==> config.mk <==
export PLATFORM = sky130hd
export DESIGN_NAME = controlador_matriz_leds_flat
export DESIGN_NICKNAME = d
export VERILOG_FILES = /design/src/rtl/controlador_matriz_leds_pkg.sv /design/src/rtl/controlador_matriz_leds_if.sv /design/src/rtl/controlador_matriz_leds_divisor_varredura.sv /design/src/rtl/controlador_matriz_leds.sv /design/src/flat_wrapper.sv
export SDC_FILE = /design/constraint.sdc
export NUM_CORES = 1
export LEC_CHECK = 0
export ABC_AREA = 1
export BUFFER_PORTS_ARGS = -buffer_cell sky130_fd_sc_hd__buf_2
export CORE_UTILIZATION = 30
export DETAILED_ROUTE_END_ITERATION = 8
export GPL_TIMING_DRIVEN = 0
export HOLD_SLACK_MARGIN = 0.05
export SYNTH_ARGS = -nofsm -noshare
export SYNTH_HDL_FRONTEND = slang
export SYNTH_SLANG_ARGS = --single-unit
==> constraint.sdc <==
create_clock -name clock -period 1.95 [get_ports clock]
set_input_delay 0.39 -clock clock [delete_from_list [all_inputs] [get_ports clock]]
set_output_delay 0.39 -clock clock [all_outputs]
set_load 0.01 [all_outputs]
==> src/rtl/controlador_matriz_leds_pkg.sv <==
// Shared constants and types for the LED matrix display path.
// Latency: none (package only).
// Backpressure: none (package only).
package controlador_matriz_leds_pkg;

    localparam int             NUM_COLUNAS = 5;
    localparam int             NUM_LINHAS  = 7;
    localparam int             COL_BITS    = 3;
    localparam logic [4:0]     COLUNAS_OFF = 5'b11111;

    typedef logic [NUM_COLUNAS-1:0] coluna_t;
    typedef logic [NUM_LINHAS-1:0]  linha_t;
    typedef logic [COL_BITS-1:0]    coord_t;

    // Single-bit row mask for the blinking cursor; zero whenever the cursor
    // is out of range, not on the scanned column, or in its dark half-period.
    function automatic linha_t cursor_mask(input coord_t col_idx,
                                           input coord_t coord_col,
                                           input coord_t coord_lin,
                                           input logic   blink_phase);
        linha_t m;
        m = '0;
        if (blink_phase && (col_idx == coord_col) &&
            (coord_col <= coord_t'(NUM_COLUNAS - 1)) &&
            (coord_lin <= coord_t'(NUM_LINHAS - 1))) begin
            m[coord_lin] = 1'b1;
        end
        return m;
    endfunction

endpackage

==> src/rtl/controlador_matriz_leds_if.sv <==
// Bundles the hit map, cursor coordinates and matrix drive of the display stage.
// Latency: none (wires only).
// Backpressure: none; the display consumes its inputs continuously.
interface controlador_matriz_leds_if;
    import controlador_matriz_leds_pkg::*;

    logic   enable;
    linha_t matriz0;
    linha_t matriz1;
    linha_t matriz2;
    linha_t matriz3;
    linha_t matriz4;
    coord_t coordColuna;
    coord_t coordLinha;
    coluna_t colunas;
    linha_t  linhas;
    logic    frame_tick;

    // master: upstream producer (attack manager / bench); slave: the display.
    modport master (output enable, matriz0, matriz1, matriz2, matriz3, matriz4,
                           coordColuna, coordLinha,
                    input  colunas, linhas, frame_tick);
    modport slave  (input  enable, matriz0, matriz1, matriz2, matriz3, matriz4,
                           coordColuna, coordLinha,
                    output colunas, linhas, frame_tick);
endinterface

==> src/rtl/controlador_matriz_leds_divisor_varredura.sv <==
// Column scan timer: divider per column slot plus 0..4 column counter.
// Latency: strobes are combinational from the registered counters.
// Backpressure: none; enable low clears and holds the counters at zero.
module controlador_matriz_leds_divisor_varredura
    import controlador_matriz_leds_pkg::*;
#(
    parameter int DIV_COLUNA = 1000
) (
    input  logic   clock,
    input  logic   reset,
    input  logic   enable,
    output logic   slot_blank,   // divider at 0: anti-ghosting cycle
    output coord_t col_idx,
    output logic   frame_wrap    // last cycle of column 4 while enabled
);
    localparam int           DW       = (DIV_COLUNA > 1) ? $clog2(DIV_COLUNA) : 1;
    localparam logic [DW-1:0] DIV_LAST = DW'(DIV_COLUNA - 1);
    localparam coord_t        COL_LAST = coord_t'(NUM_COLUNAS - 1);

    logic [DW-1:0] div_q, div_d;
    coord_t        col_q, col_d;

    always_comb begin
        div_d = div_q;
        col_d = col_q;
        if (!enable) begin
            div_d = '0;
            col_d = '0;
        end else if (div_q == DIV_LAST) begin
            div_d = '0;
            col_d = (col_q == COL_LAST) ? '0 : col_q + coord_t'(1);
        end else begin
            div_d = div_q + DW'(1);
        end
    end

    always_ff @(posedge clock) begin
        if (reset) begin
            div_q <= '0;
            col_q <= '0;
        end else begin
            div_q <= div_d;
            col_q <= col_d;
        end
    end

    assign slot_blank = (div_q == '0);
    assign col_idx    = col_q;
    assign frame_wrap = enable && (div_q == DIV_LAST) && (col_q == COL_LAST);

endmodule

==> src/rtl/controlador_matriz_leds.sv <==
// Scans the 5x7 hit map onto the LED matrix one column at a time with a blinking cursor.
// Latency: one clock from state/inputs to the registered colunas/linhas/frame_tick.
// Backpressure: none; enable low blanks the matrix and restarts scan and blink timing.
module controlador_matriz_leds
    import controlador_matriz_leds_pkg::*;
#(
    parameter int DIV_COLUNA   = 1000,
    parameter int BLINK_FRAMES = 25
) (
    input  logic                        clock,
    input  logic                        reset,
    controlador_matriz_leds_if.slave    bus
);
    localparam int            FW      = (BLINK_FRAMES > 1) ? $clog2(BLINK_FRAMES) : 1;
    localparam logic [FW-1:0] FC_LAST = FW'(BLINK_FRAMES - 1);

    logic   slot_blank;
    coord_t col_idx;
    logic   frame_wrap;

    controlador_matriz_leds_divisor_varredura #(
        .DIV_COLUNA (DIV_COLUNA)
    ) u_divisor_varredura (
        .clock      (clock),
        .reset      (reset),
        .enable     (bus.enable),
        .slot_blank (slot_blank),
        .col_idx    (col_idx),
        .frame_wrap (frame_wrap)
    );

    logic [FW-1:0] frame_cnt_q, frame_cnt_d;
    logic          blink_phase_q, blink_phase_d;
    coluna_t       colunas_q, colunas_d;
    linha_t        linhas_q, linhas_d;
    logic          frame_tick_q, frame_tick_d;
    linha_t        matriz_sel;

    always_comb begin
        case (col_idx)
            3'd0:    matriz_sel = bus.matriz0;
            3'd1:    matriz_sel = bus.matriz1;
            3'd2:    matriz_sel = bus.matriz2;
            3'd3:    matriz_sel = bus.matriz3;
            3'd4:    matriz_sel = bus.matriz4;
            default: matriz_sel = '0;
        endcase
    end

    always_comb begin
        frame_cnt_d   = frame_cnt_q;
        blink_phase_d = blink_phase_q;
        colunas_d     = COLUNAS_OFF;
        linhas_d      = '0;
        frame_tick_d  = frame_wrap;

        if (!bus.enable) begin
            frame_cnt_d   = '0;
            blink_phase_d = 1'b0;
        end else if (frame_wrap) begin
            if (frame_cnt_q == FC_LAST) begin
                frame_cnt_d   = '0;
                blink_phase_d = ~blink_phase_q;
            end else begin
                frame_cnt_d = frame_cnt_q + FW'(1);
            end
        end

        // XOR overlay: a lit hit blinks off, a dark cell blinks on.
        if (bus.enable && !slot_blank) begin
            colunas_d = ~(coluna_t'(1) << col_idx);
            linhas_d  = matriz_sel ^ cursor_mask(col_idx, bus.coordColuna,
                                                 bus.coordLinha, blink_phase_q);
        end
    end

    always_ff @(posedge clock) begin
        if (reset) begin
            frame_cnt_q   <= '0;
            blink_phase_q <= 1'b0;
            colunas_q     <= COLUNAS_OFF;
            linhas_q      <= '0;
            frame_tick_q  <= 1'b0;
        end else begin
            frame_cnt_q   <= frame_cnt_d;
            blink_phase_q <= blink_phase_d;
            colunas_q     <= colunas_d;
            linhas_q      <= linhas_d;
            frame_tick_q  <= frame_tick_d;
        end
    end

    assign bus.colunas    = colunas_q;
    assign bus.linhas     = linhas_q;
    assign bus.frame_tick = frame_tick_q;

endmodule
==> src/flat_wrapper.sv <==
// flat-port wrapper written by rule: the top's interface ports become plain ports
module controlador_matriz_leds_flat import controlador_matriz_leds_pkg::*;
#(
    parameter int DIV_COLUNA   = 1000,
    parameter int BLINK_FRAMES = 25
)
  (clock, reset, bus_enable, bus_matriz0, bus_matriz1, bus_matriz2, bus_matriz3, bus_matriz4, bus_coordColuna, bus_coordLinha, bus_colunas, bus_linhas, bus_frame_tick);
  controlador_matriz_leds_if bus_i ();
  input  logic clock;
  input  logic reset;
  input wire logic [$bits(bus_i.enable)-1:0] bus_enable;
  input wire logic [$bits(bus_i.matriz0)-1:0] bus_matriz0;
  input wire logic [$bits(bus_i.matriz1)-1:0] bus_matriz1;
  input wire logic [$bits(bus_i.matriz2)-1:0] bus_matriz2;
  input wire logic [$bits(bus_i.matriz3)-1:0] bus_matriz3;
  input wire logic [$bits(bus_i.matriz4)-1:0] bus_matriz4;
  input wire logic [$bits(bus_i.coordColuna)-1:0] bus_coordColuna;
  input wire logic [$bits(bus_i.coordLinha)-1:0] bus_coordLinha;
  output wire logic [$bits(bus_i.colunas)-1:0] bus_colunas;
  output wire logic [$bits(bus_i.linhas)-1:0] bus_linhas;
  output wire logic [$bits(bus_i.frame_tick)-1:0] bus_frame_tick;
  assign bus_i.enable = bus_enable;
  assign bus_i.matriz0 = bus_matriz0;
  assign bus_i.matriz1 = bus_matriz1;
  assign bus_i.matriz2 = bus_matriz2;
  assign bus_i.matriz3 = bus_matriz3;
  assign bus_i.matriz4 = bus_matriz4;
  assign bus_i.coordColuna = bus_coordColuna;
  assign bus_i.coordLinha = bus_coordLinha;
  assign bus_colunas = bus_i.colunas;
  assign bus_linhas = bus_i.linhas;
  assign bus_frame_tick = bus_i.frame_tick;
  controlador_matriz_leds #(.DIV_COLUNA(DIV_COLUNA), .BLINK_FRAMES(BLINK_FRAMES)) u_core (.clock(clock), .reset(reset), .bus(bus_i));
endmodule
==> qor.txt <==
outcome = completed
Net Sw Power = 319.1 uW
Async SR Flop Fraction = 0
DRC Markers = 0
most frequent CP cell = nand2_1
clk buf depth = 2
CP Capture Type = register
Worst Clk Skew = 0.005613 ns
First-pass DRT Iterations = 5
Reg power frac = 0.469
Net Sw Frac = 0.2263
Tot GR Track Use = 0.1430
DIE WIDTH = 79.98 um
Area Overhead vs Synth = 26.54%
VDD IR max = 0.2628 mV
Slew HR = 0.6311
vias in the first global route = 1648
H-tree Lvls = 2
clock group share of total power = 0.451
Iter 0 DRT Violations = 64
Setup crit start kind = register
Critical Path RT = 2.14 ns
post-place instance area = 0.002198 mm2
Tmin final = 1.764 ns
vias per cell = 4.430
setup slack at placement = 0.1480 ns
Die Y = 79.98 um
Critical path buffers and inverters = 2
worst skew pair latency = 0.29 ns
Critical Path Stages = 10
EDFF count, synth = 0
Initial Utilization = 0.3099
RSZ-0062 raised after global routing = no
most frequent cell after synthesis = nand2_1
r2r endpoint = u_core.bus.linhas[3]
clock edge transition at the registers on the reported setup and hold paths = 0.07 ns
Hold Vio Cnt, Final = 0
met3 Usage GRT = 0.04800
worst-path cell chain = inv_1 > ha_1 > nand2_1 > inv_2 > nand2_1 > nand3_1 > nor2_1 > nand2_1 > nand2_1 > nor2_1
delay-heaviest family, CP = simple AND/OR/NAND/NOR gates
reg2reg start = u_core.u_divisor_varredura.col_idx[0]
final setup TNS = 0 ns
initial antenna violation count = 0
TritonCTS buffer count = 5
GRT busiest layer = met2
met1 Track Usage GR = 0.1577
post-CTS setup buffers = 0
most common library cells after synthesis = 95 x nand2_1, 47 x nor2_1, 32 x dfxtp_1
met2 GRT Util = 0.2547
PortBufs = 56
critical path startpoint = u_core.u_divisor_varredura.col_idx[0]
Mapped Cells = 289
ranking of synthesized cells by area = dfxtp_1 35%, nand2_1 20%, nor2_1 9.7%, nand3_1 8.2%, ha_1 6.2%
core area = 0.005886 mm2
WS Path Type = register to register
post-synthesis sequential area ratio = 0.3512
IO Pins = 57
dpl hpwl = 3399 um
Final Max Slew Viols = 0
Seq cells post-synth = 32
crit path capture = u_core.bus.linhas[3]
largest net degree at the start of global routing = 11
Slowest cell on crit path = dfxtp_1
Worst EP arrival = 1.96 ns
crit-path max FO = 9
Netlist cell types = 21
max cap viols = 0
delay of the slowest critical-path stage = 0.44 ns
final setup violation count = 0
yosys warns = 0
reg-to-reg slack, setup = 0.19 ns
top cell type's share of synthesized area = 0.3512
most common flop cell mapped by yosys = dfxtp_1
Leakage Power = 1.101 nW
CTS tree = yes
Slew @ Worst Pin = 0.5513 ns
WL final = 4450 um
Int Power = 1.091 mW
Sink Count = 32
Avg Synthesized Cell Area = 6.312 um2
worst hold path type = input pin to register
Post-Syn Area = 0.001824 mm2
post-route antenna net violation count = 0
Ant. Diodes = 0
fmax = 566.9 MHz
drt wl/cell = 10.40 um
first-pass GRT wire length = 6996 um
Post-Syn Nets = 342
R2R depth = 10
combinational share of power = 0.080
gpl congestion = 0.8113
die area = 0.006397 mm2
Final Cycle Share = 0.9045
share of cells above drive strength 1 = 0.2266
Final Instance Area = 0.002308 mm2
gr ovfl total = 0
fin nets = 405
PnR worst setup slack = 0.1862 ns
power per cell area = 610.9 mW/mm2
root buffer cell = clkbuf_8
via count = 1896
Yosys top cell by area = dfxtp_1
row count = 28
[area by class of cell]
class | instances | area (um2)
plain buffers | 4 | 27.53
clock buffers | 6 | 72.57
clock inverters | 2 | 35.03
fillers | 638 | 3577
inverters | 34 | 127.6
multi-input cells | 219 | 1031
flip-flops and latches | 32 | 640.6
well taps | 75 | 93.84
repair buffers | 56 | 280.3
[placed cells by master (no fill, tap or decap), types with 4 or more instances in the layout]
| cell type | count |
|---|---|
| nand2_1 | 95 |
| buf_2 | 57 |
| nor2_1 | 46 |
| dfxtp_1 | 32 |
| inv_1 | 30 |
| nand3_1 | 30 |
| nor3_1 | 11 |
| ha_1 | 9 |
| a21oi_1 | 7 |
| nand4_1 | 5 |
| clkbuf_8 | 5 |
| inv_2 | 4 |
| nor2_2 | 4 |
| o21ai_0 | 4 |
[worst reg2reg max path, cell delays in order, from the launching register on]
cell	delay, ns
dfxtp_1	0.44
inv_1	0.15
ha_1	0.24
nand2_1	0.19
inv_2	0.13
nand2_1	0.10
nand3_1	0.11
nor2_1	0.15
nand2_1	0.07
nand2_1	0.05
nor2_1	0.03
[flip-flops by register name, summed over array words and instances (netlist names)]
signal	count
u_core.bus.frame_tick	1
u_core.bus.linhas	7
u_core.bus.colunas	5
u_core.frame_cnt_q	5
u_core.u_divisor_varredura.div_q	10
u_core.u_divisor_varredura.col_idx	3
u_core.blink_phase_q	1
[cell families after synthesis]
family,count (synthesis),share of synthesized area
xor+xnor,1,0.004802
simple gates,198,0.4671
compound gates,11,0.03018
buf+inv,38,0.08504
fa+ha+maj,9,0.06173
flops,32,0.3512
[power groups by stage]
| stage | clock (mW) | sequential, mW | combinational [mW] |
|---|---|---|---|
| final | 0.636 | 0.662 | 0.112 |
| after global routing | 0.694 | 0.662 | 0.126 |
| after CTS | 0.657 | 0.661 | 0.113 |
| after detailed placement | 0 | 0.677 | 0.113 |
| after global placement | 0 | 0.676 | 0.112 |
| after floorplan | 0 | 0.678 | 0.0475 |
[what timing repair did]
| item | 4_1_cts | 5_1_grt |
|---|---|---|
| setup endpoints to repair | 0 | 1 |
| gates resized for setup | 0 | 1 |
| hold buffers | 0 | 0 |
[stage by stage]
| step | instances | util | hold WS, ns | power (mW) |
|---|---|---|---|---|
| after detailed placement | 420 | 0.3735 | 0.4524 | 0.7891 |
| after floorplan | 289 | - | 0.4299 | 0.7258 |
| after global routing | 428 | 0.3922 | 0.2997 | 1.481 |
| final | 428 | 0.3922 | 0.3022 | 1.410 |
| after CTS | 428 | 0.3918 | 0.2915 | 1.432 |
| after global placement | 420 | 0.3735 | 0.4457 | 0.7880 |
[per-layer routing]
metal / up-vias / share of wire / routed length [um]
met1: 798 / 0.46 / 2025
met2: 64 / 0.45 / 1984
met5: - / 0 / 0
met3: 5 / 0.086 / 382
li1: 1029 / - / -
met4: 0 / 0.013 / 57
[how the worst min path moves through the flow]
stage	startpoint	end	depth (start not counted)
3_5_place_dp	u_core.u_divisor_varredura.div_q[0]	u_core.u_divisor_varredura.div_q[0]	1
3_3_place_gp	u_core.u_divisor_varredura.div_q[0]	u_core.u_divisor_varredura.div_q[0]	1
2_1_floorplan	u_core.u_divisor_varredura.div_q[0]	u_core.u_divisor_varredura.div_q[0]	1
5_1_grt	reset	u_core.bus.frame_tick	2
6_report	reset	u_core.bus.frame_tick	2
4_1_cts	reset	u_core.bus.frame_tick	2
No activity file was read; power rests on OpenSTA's default activity.
